`config.mk`:
```
export PLATFORM = sky130hd
export DESIGN_NAME = cordic_seq_ctrl_flat
export DESIGN_NICKNAME = d
export VERILOG_FILES = /design/src/rtl/cordic_pkg.sv /design/src/rtl/cordic_seq_ctrl_if.sv /design/src/rtl/cordic_iter_cnt.sv /design/src/rtl/cordic_seq_ctrl.sv /design/src/flat_wrapper.sv
export SDC_FILE = /design/constraint.sdc
export NUM_CORES = 1
export LEC_CHECK = 0
export ABC_AREA = 1
export CAP_MARGIN = 30
export CORE_MARGIN = 3
export CORE_UTILIZATION = 42
export CTS_CLUSTER_DIAMETER = 50
export CTS_CLUSTER_SIZE = 28
export DETAILED_ROUTE_END_ITERATION = 10
export GPL_ROUTABILITY_DRIVEN = 1
export GPL_TIMING_DRIVEN = 0
export PLACE_DENSITY = 0.73
export SYNTH_ARGS = -nofsm -noshare
export SYNTH_HDL_FRONTEND = slang
export SYNTH_HIERARCHICAL = 1
export SYNTH_SLANG_ARGS = --single-unit
export TNS_END_PERCENT = 100
```
`constraint.sdc`:
```
create_clock -name clk -period 1.5 [get_ports clk]
set_input_delay 0.3 -clock clk [delete_from_list [all_inputs] [get_ports clk]]
set_output_delay 0.3 -clock clk [all_outputs]
set_load 0.02 [all_outputs]
```
`src/rtl/cordic_pkg.sv`:
```
// rtl/cordic_pkg.sv - shared types and defaults for the CORDIC sequencer
package cordic_pkg;

    localparam int CORDIC_ITERATIONS = 25;
    localparam int CORDIC_IDX_W      = 5;

    typedef enum logic {
        CORDIC_ROT = 1'b0,
        CORDIC_VEC = 1'b1
    } cordic_mode_e;

    typedef enum logic [1:0] {
        IDLE = 2'd0,
        LOAD = 2'd1,
        ITER = 2'd2,
        DONE = 2'd3
    } ctrl_state_e;

endpackage

```
`src/rtl/cordic_seq_ctrl_if.sv`:
```
// rtl/cordic_seq_ctrl_if.sv - command, datapath and result signals of the CORDIC sequencer
interface cordic_seq_ctrl_if
    import cordic_pkg::*;
#(
    parameter int IDX_W = CORDIC_IDX_W
);
    logic             cmd_valid;
    logic             cmd_ready;
    logic             cmd_mode;
    logic             abort;
    logic             dp_load;
    logic             dp_step;
    logic [IDX_W-1:0] dp_iter;
    logic             dp_mode;
    logic             dp_sign_y;
    logic             dp_sign_z;
    logic             dp_dir;
    logic             res_valid;
    logic             res_ready;
    logic             busy;

    // slave is the sequencer; master is the command source plus datapath and consumer
    modport slave (
        input  cmd_valid, cmd_mode, abort, dp_sign_y, dp_sign_z, res_ready,
        output cmd_ready, dp_load, dp_step, dp_iter, dp_mode, dp_dir, res_valid, busy
    );

    modport master (
        output cmd_valid, cmd_mode, abort, dp_sign_y, dp_sign_z, res_ready,
        input  cmd_ready, dp_load, dp_step, dp_iter, dp_mode, dp_dir, res_valid, busy
    );

endinterface

```
`src/rtl/cordic_iter_cnt.sv`:
```
// rtl/cordic_iter_cnt.sv - micro-rotation index counter with terminal flag
module cordic_iter_cnt
    import cordic_pkg::*;
#(
    parameter int ITERATIONS = CORDIC_ITERATIONS,
    parameter int IDX_W      = CORDIC_IDX_W
) (
    input  logic             clk,
    input  logic             rst,
    input  logic             clr,
    input  logic             en,
    output logic [IDX_W-1:0] idx,
    output logic             last
);

    // Terminal compare stops the count before it can wrap, even when ITERATIONS == 2**IDX_W
    localparam logic [IDX_W-1:0] LAST_IDX = IDX_W'(ITERATIONS - 1);

    logic [IDX_W-1:0] idx_q;
    logic [IDX_W-1:0] idx_d;

    always_comb begin
        idx_d = idx_q;
        if (clr) begin
            idx_d = '0;
        end else if (en) begin
            idx_d = idx_q + IDX_W'(1);
        end
    end

    always_ff @(posedge clk or posedge rst) begin
        if (rst) begin
            idx_q <= '0;
        end else begin
            idx_q <= idx_d;
        end
    end

    assign idx  = idx_q;
    assign last = (idx_q == LAST_IDX);

endmodule

```
`src/rtl/cordic_seq_ctrl.sv`:
```
// rtl/cordic_seq_ctrl.sv - load/step/result sequencer for the iterative CORDIC datapath
module cordic_seq_ctrl
    import cordic_pkg::*;
#(
    parameter int ITERATIONS = CORDIC_ITERATIONS,
    parameter int IDX_W      = CORDIC_IDX_W
) (
    input  logic               clk,
    input  logic               rst,
    cordic_seq_ctrl_if.slave   bus
);

    ctrl_state_e      state_q, state_d;
    cordic_mode_e     mode_q, mode_d;
    logic             cnt_clr;
    logic             cnt_en;
    logic             cnt_last;
    logic [IDX_W-1:0] cnt_idx;

    logic cmd_ready_q;
    logic dp_load_q;
    logic dp_step_q;
    logic res_valid_q;
    logic busy_q;

    cordic_iter_cnt #(
        .ITERATIONS (ITERATIONS),
        .IDX_W      (IDX_W)
    ) u_iter_cnt (
        .clk  (clk),
        .rst  (rst),
        .clr  (cnt_clr),
        .en   (cnt_en),
        .idx  (cnt_idx),
        .last (cnt_last)
    );

    always_comb begin
        state_d = state_q;
        mode_d  = mode_q;
        cnt_clr = 1'b0;
        cnt_en  = 1'b0;
        case (state_q)
            IDLE: begin
                if (bus.cmd_valid) begin
                    mode_d  = cordic_mode_e'(bus.cmd_mode);
                    state_d = LOAD;
                end
            end
            LOAD: begin
                cnt_clr = 1'b1;
                state_d = bus.abort ? IDLE : ITER;
            end
            ITER: begin
                // abort wins over the terminal iteration
                if (bus.abort) begin
                    cnt_clr = 1'b1;
                    state_d = IDLE;
                end else if (cnt_last) begin
                    cnt_clr = 1'b1;
                    state_d = DONE;
                end else begin
                    cnt_en = 1'b1;
                end
            end
            DONE: begin
                if (bus.res_ready) begin
                    state_d = IDLE;
                end
            end
            default: state_d = IDLE;
        endcase
    end

    // Outputs are registered from the next state so they line up with state_q
    always_ff @(posedge clk or posedge rst) begin
        if (rst) begin
            state_q     <= IDLE;
            mode_q      <= CORDIC_ROT;
            cmd_ready_q <= 1'b1;
            dp_load_q   <= 1'b0;
            dp_step_q   <= 1'b0;
            res_valid_q <= 1'b0;
            busy_q      <= 1'b0;
        end else begin
            state_q     <= state_d;
            mode_q      <= mode_d;
            cmd_ready_q <= (state_d == IDLE);
            dp_load_q   <= (state_d == LOAD);
            dp_step_q   <= (state_d == ITER);
            res_valid_q <= (state_d == DONE);
            busy_q      <= (state_d != IDLE);
        end
    end

    assign bus.cmd_ready = cmd_ready_q;
    assign bus.dp_load   = dp_load_q;
    assign bus.dp_step   = dp_step_q;
    assign bus.dp_iter   = cnt_idx;
    assign bus.dp_mode   = mode_q;
    assign bus.res_valid = res_valid_q;
    assign bus.busy      = busy_q;

    // Rotation drives z toward zero, vectoring drives y toward zero
    assign bus.dp_dir = dp_step_q &
                        ((mode_q == CORDIC_VEC) ? bus.dp_sign_y : ~bus.dp_sign_z);

endmodule

```
`src/flat_wrapper.sv`:
```
// flat-port wrapper written by rule: the top's interface ports become plain ports
module cordic_seq_ctrl_flat import cordic_pkg::*;
#(
    parameter int ITERATIONS = CORDIC_ITERATIONS,
    parameter int IDX_W      = CORDIC_IDX_W
)
  (clk, rst, bus_cmd_valid, bus_cmd_mode, bus_abort, bus_dp_sign_y, bus_dp_sign_z, bus_res_ready, bus_cmd_ready, bus_dp_load, bus_dp_step, bus_dp_iter, bus_dp_mode, bus_dp_dir, bus_res_valid, bus_busy);
  cordic_seq_ctrl_if #(.IDX_W(IDX_W)) bus_i ();
  input  logic clk;
  input  logic rst;
  input wire logic [$bits(bus_i.cmd_valid)-1:0] bus_cmd_valid;
  input wire logic [$bits(bus_i.cmd_mode)-1:0] bus_cmd_mode;
  input wire logic [$bits(bus_i.abort)-1:0] bus_abort;
  input wire logic [$bits(bus_i.dp_sign_y)-1:0] bus_dp_sign_y;
  input wire logic [$bits(bus_i.dp_sign_z)-1:0] bus_dp_sign_z;
  input wire logic [$bits(bus_i.res_ready)-1:0] bus_res_ready;
  output wire logic [$bits(bus_i.cmd_ready)-1:0] bus_cmd_ready;
  output wire logic [$bits(bus_i.dp_load)-1:0] bus_dp_load;
  output wire logic [$bits(bus_i.dp_step)-1:0] bus_dp_step;
  output wire logic [$bits(bus_i.dp_iter)-1:0] bus_dp_iter;
  output wire logic [$bits(bus_i.dp_mode)-1:0] bus_dp_mode;
  output wire logic [$bits(bus_i.dp_dir)-1:0] bus_dp_dir;
  output wire logic [$bits(bus_i.res_valid)-1:0] bus_res_valid;
  output wire logic [$bits(bus_i.busy)-1:0] bus_busy;
  assign bus_i.cmd_valid = bus_cmd_valid;
  assign bus_i.cmd_mode = bus_cmd_mode;
  assign bus_i.abort = bus_abort;
  assign bus_i.dp_sign_y = bus_dp_sign_y;
  assign bus_i.dp_sign_z = bus_dp_sign_z;
  assign bus_i.res_ready = bus_res_ready;
  assign bus_cmd_ready = bus_i.cmd_ready;
  assign bus_dp_load = bus_i.dp_load;
  assign bus_dp_step = bus_i.dp_step;
  assign bus_dp_iter = bus_i.dp_iter;
  assign bus_dp_mode = bus_i.dp_mode;
  assign bus_dp_dir = bus_i.dp_dir;
  assign bus_res_valid = bus_i.res_valid;
  assign bus_busy = bus_i.busy;
  cordic_seq_ctrl #(.ITERATIONS(ITERATIONS), .IDX_W(IDX_W)) u_core (.clk(clk), .rst(rst), .bus(bus_i));
endmodule
```
Word level (Yosys, flattened, before mapping)
Cells that the tools add are included.

storage, ports and cells
  input bits = 8
  output and inout bits = 12
  bits in registers = 13
  logic and storage cells = 38

cells by class
  bitwise logic cells = 2
  muxes and demuxes = 15
  add/subtract/negate cells = 1
  equality and inequality tests = 7
  reduce and logical (&&, ||, !) cells = 5

operators by type and width
  kind                                                              number
  2-bit two-way mux                                                 5
  5-bit two-way mux                                                 2
  2-bit == test (second input constant)                             4
  2-bit one-hot mux with 4 select lines                             1
  1-bit two-way mux                                                 6
  5-bit by 1-bit adder with 5-bit output (second input constant)    1
  5-bit == test (second input constant)                             1
  2-bit by 1-bit == test with 1-bit output (second input constant)  2
  2-bit zero test                                                   2
  2-bit nonzero test                                                2
  1-bit one-hot mux with 2 select lines                             1
  2-bit AND reduction                                               1
  1-bit AND                                                         1
  1-bit inverter                                                    1

Longest topological paths before layout
  depth after elaboration = 6
  depth in mapped cells = 12
  depth with buffers taken out = 12

By module
The synthesis kept the hierarchy.

by module, submodules not included
  module           seq. area each (µm²)  area each (µm²)  cells an instance  times used
  cordic_seq_ctrl  201.4                 483.0            55                 1
  cordic_iter_cnt  125.1                 284.0            37                 1

Worst setup path before layout
Ideal clock, no wire load.

  path kind = reg-to-reg
  from = register u_core.u_iter_cnt.idx_q[0], in the netlist u_core/u_iter_cnt/idx[0]
  to = register u_core.u_iter_cnt.idx_q[3], in the netlist u_core/u_iter_cnt/idx[3]
  library setup time = 120 ps
  path buffers = 0
  stages on the path, launching flop included = 11
  data required time = 1380 ps
  arrival time = 1643 ps
  slack = -263 ps
  path through = dfrtp_1 inv_1 ha_1 nand3_1 nor2_1 nor3_1 nor2_2 nor2_2 nand3_1 nand2_1 nor2_1

on the way
  word-level cells in the longest chain between the ends = 5
  elaborated cells between the ends (all ways) = 11
  classes of those cells = 1 x add/sub; 1 x eq/ne; 8 x mux; 1 x reduce/logical

ends and longest elaborated chain
  item                                 line                   source
  start: declaration                   cordic_iter_cnt.sv:19  logic [IDX_W-1:0] idx_q;
  start signal: assignment             cordic_iter_cnt.sv:35  idx_q <= idx_d;
  5-bit == test                        cordic_iter_cnt.sv:40  assign last = (idx_q == LAST_IDX);
  via u_core.cnt_last                  cordic_seq_ctrl.sv:17  logic cnt_last;
  1-bit two-way mux                    cordic_seq_ctrl.sv:59  end else if (cnt_last) begin
  1-bit two-way mux                    cordic_seq_ctrl.sv:56  if (bus.abort) begin
  1-bit two-way mux                    cordic_seq_ctrl.sv:43  case (state_q)
  via u_core.cnt_en                    cordic_seq_ctrl.sv:16  logic cnt_en;
  2-bit nonzero test (no source line)  --

The timed path passes the listed nets, and every way through them passes these cells. The select of a mux whose other input is x is not followed.
A chain may end at the register's enable or synchronous reset.

Worst setup path after layout
  from = register u_core.u_iter_cnt.idx_q[0], in the netlist u_core/u_iter_cnt/idx[0]
  to = register u_core.u_iter_cnt.idx_q[3], in the netlist u_core/u_iter_cnt/idx[3]

on the way
  word-level cells in the longest chain between the ends = 5
  elaborated cells between the ends (all ways) = 11
  classes of those cells = 1 x add/sub; 1 x eq/ne; 8 x mux; 1 x reduce/logical

ends and longest elaborated chain
  item                                                            line                   source
  5-bit == test *                                                 cordic_iter_cnt.sv:40
  via u_core.cnt_last                                             cordic_seq_ctrl.sv:17
  1-bit two-way mux *                                             cordic_seq_ctrl.sv:59
  1-bit two-way mux *                                             cordic_seq_ctrl.sv:56
  1-bit one-hot mux with 2 select lines *                         cordic_seq_ctrl.sv:43
  via u_core.cnt_clr                                              cordic_seq_ctrl.sv:15  logic cnt_clr;
  5-bit two-way mux / 2-bit nonzero test (equally long branches)  --

Mark *: on every way through the listed nets, which the timed path passes. The rest lies on a longest branch. The select of a mux whose other input is x is not followed.

==> metrics.yaml <==
outcome:
  outcome: "finished with violations"
  violations: "setup timing"
critical_path:
  r2r_slack_ns: -0.13
  path_buf_inv: 2
  crit_family: "simple AND/OR/NAND/NOR gates"
  start_kind: "register"
  cp.required_ns: 1.66
  critPathCapture: "u_core/u_iter_cnt/idx[3]$_DFFE_PP0P_"
  worst_ep_arrival_time_ns: 1.80
  crit_path_max_fanout: 3
  r2r_end: "u_core/u_iter_cnt/idx[3]$_DFFE_PP0P_"
  path_cells: "inv_2 -> ha_4 -> nand3_4 -> nor2_4 -> inv_2 -> a21oi_2 -> o21a_1 -> nor2_2 -> nor2_2 -> nand3_1 -> nand2_1 -> nor2_1"
  max_stage_delay_ns: 0.42
  crit_start: "u_core/u_iter_cnt/idx[0]$_DFFE_PP0P_"
  regToRegStartpoint: "u_core/u_iter_cnt/idx[0]$_DFFE_PP0P_"
  worst_setup_path_end_kind: "register"
  worst-path-stages: 12
  critPathSlowestCell: "dfrtp_2"
  criticalPathCategory: "reg -> reg"
  r2r_cells: 12
layout:
  nFillCells: 146
  layout_common_cells: "9 x nand2_1, 8 x dlygate4sd2_1, 8 x inv_1, 8 x dfrtp_1"
  diodes: 0
  fin_cells: 146
  layout.nets: 138
  final_util_pct: 71.0
  drive_gt1_share_pct: 41.8
  final_common_cell: "nand2_1"
  syn_to_final_growth_pct: 49.1
grt:
  grt-ovfl-total: 0
  antenna_found_initial: 0
  grt_use_total_pct: 15.7
  grt_pass1_vias: 679
  grt_pass1_wl_um: 2910
  grt_max_degree: 9
sta:
  slew_violations: 0
  fin_crit_ns: 1.63
  worst_pin_slew_ns: 0.313
  relSlewSlack_pct: 79.0
  clock_skew_ns: 0.00504
  hold_violations: 0
  rsz0062_at_grt: "yes"
  fin_crit_sh_pct: 109
  finalSetupViolCount: 12
  whs_ns: 0.256
  fmax_mhz: 613
  fin_ws_ns: -0.132
yosys:
  synth_edf_count: 0
  yosysWarnings: 6
  synth-seq-area-share_pct: 42.6
  syn_area_sq_um: 767
  dominantRegCellSynth: "dfrtp_1"
  ys_ff_latch: 13
  syn_area_per_cell_sq_um: 8.34
  async_reset_ff_share_pct: 100
  synth_cell_type_count: 20
  syn-num-nets: 107
  syn_inst: 92
pwr:
  p_leak_nw: 0.603
  vdd_ir_drop_max_mv: 0.789
  cellPowerDensity_nw_per_um2: 1690
  p_total_mw: 1.93
floorplanning:
  ioPinCount: 20
  die_x_um: 48.7
  die_y_um: 48.7
  dieArea_sq_um: 2380
  start_util_pct: 47.6
  std_cell_rows: 14
  coreArea_sq_um: 1610
drt:
  drt-vias-per-instance: 4.74
  first_pass_iters: 4
  num_vias: 692
  antenna_left: 0
  drt_wl_total_um: 1670
  wl_per_cell_um: 11.4
  drt_iter0_drc: 7
  route.detailed.drc: 0
clock_tree:
  cts_tree: "done"
  cts.htree.levels: 1
  cts_num_sinks: 13
  path_clk_slew_ns: 0.08
  clk_path_buf_depth: 2
  clock_latency_ns: 0.27
  cts_buffers: 3
  cts-root-buf: "clkbuf_4"
placement:
  gp_congestion: 0.807
  dp_slack_ns: -0.363
  hpwl_um: 1220
  dp_cells: 135
  port_buffers: 19
job:
  maxCapViolations: 0
min_path:
  hold_path.class: "in -> async"
where the power goes:
part	total [mW]	internal, mW	leakage (nW)	switching, mW
logic	1.14	0.460	0.427	0.680
registers	0.586	0.492	0.161	0.0947
clock network	0.208	0.103	0.0150	0.105
total	1.93	1.05	0.603	0.880
worst min-delay path by stage:
stage	startpoint	to	slack (ns)	cells after the start
after global placement	u_core/bus.dp_mode$_DFFE_PP0P_	u_core/bus.dp_mode$_DFFE_PP0P_	0.53	2
after detailed placement	u_core/u_iter_cnt/idx[0]$_DFFE_PP0P_	u_core/u_iter_cnt/idx[0]$_DFFE_PP0P_	0.54	2
after CTS	rst	u_core/u_iter_cnt/idx[3]$_DFFE_PP0P_	0.26	2
after floorplan	rst	u_core/u_iter_cnt/idx[2]$_DFFE_PP0P_	0.08	1
after global routing	rst	u_core/u_iter_cnt/idx[3]$_DFFE_PP0P_	0.28	2
final	rst	u_core/u_iter_cnt/idx[3]$_DFFE_PP0P_	0.26	2
cell type report:
cell class                 count  area [sq um]  area share (%)
tap                           24          30.0            2.63
sequential                    13           332            29.0
clock buffer                   4          26.3            2.30
inverter                      17          66.3            5.80
multi-input combinational     62           453            39.6
timing repair buffer          26           236            20.7
kinds of logic (layout without fill, tap and decap cells):
family                   count (synthesis)  count (layout)  share of synthesized area [%]
AO/OA/AOI/OAI                           12              12                           8.65
flip-flops                              13              13                           42.6
AND/OR/NAND/NOR                         43              43                           29.0
buffers and inverters                   17              47                           8.32
adder cells (fa/ha/maj)                  7               7                           11.4
timing repair:
| item | in CTS | in global routing |
|---|---|---|
| pin swaps | 3 | 2 |
| hold buffers | 0 | 0 |
| resized for setup | 21 | 10 |
| endpoints found under the setup margin | 15 | 15 |
| setup buffers | 6 | 1 |
| hold endpoints to repair | 0 | 0 |
synth_stat cells (2+ instances only):
master / number / area share, %
o21ai_0: 2 / 1.3
inv_1: 11 / 5.4
nor2_1: 5 / 2.4
a21oi_1: 7 / 4.6
nand2_2: 3 / 2.4
nand4_1: 2 / 1.6
nor2_2: 5 / 4.1
nand3_1: 11 / 7.2
ha_1: 7 / 11
nand2_4: 2 / 2.9
inv_2: 5 / 2.4
dfrtp_1: 12 / 39
nand2_1: 13 / 6.4
routing by layer:
metal	share of wire [%]	up-vias	wire (um)	track usage [%]
met4	1.6	0	27	7.58
met2	48	19	807	25.1
met5	0	-	0	0
met3	4.5	2	75	3.07
li1	-	354	-	-
met1	45	317	758	20.2
per-stage QoR:
| step | area, sq um | setup TNS, ns |
|---|---|---|
| 6_report | 1140 | -0.826 |
| 5_1_grt | 1140 | -2.17 |
| 4_1_cts | 1110 | -0.290 |
| 3_5_place_dp | 1030 | -1.05 |
| 3_3_place_gp | 1030 | -0.895 |
| 2_1_floorplan | 807 | -0.211 |
sequential cells by signal (all words and copies together), names as in the netlist:
signal / count
u_core/bus.busy: 1
u_core/state_q: 2
u_core/bus.dp_load: 1
u_core/bus.dp_mode: 1
u_core/bus.res_valid: 1
u_core/u_iter_cnt/idx: 5
u_core/bus.dp_step: 1
u_core/bus.cmd_ready: 1
No activity file was read; power rests on OpenSTA's default activity.
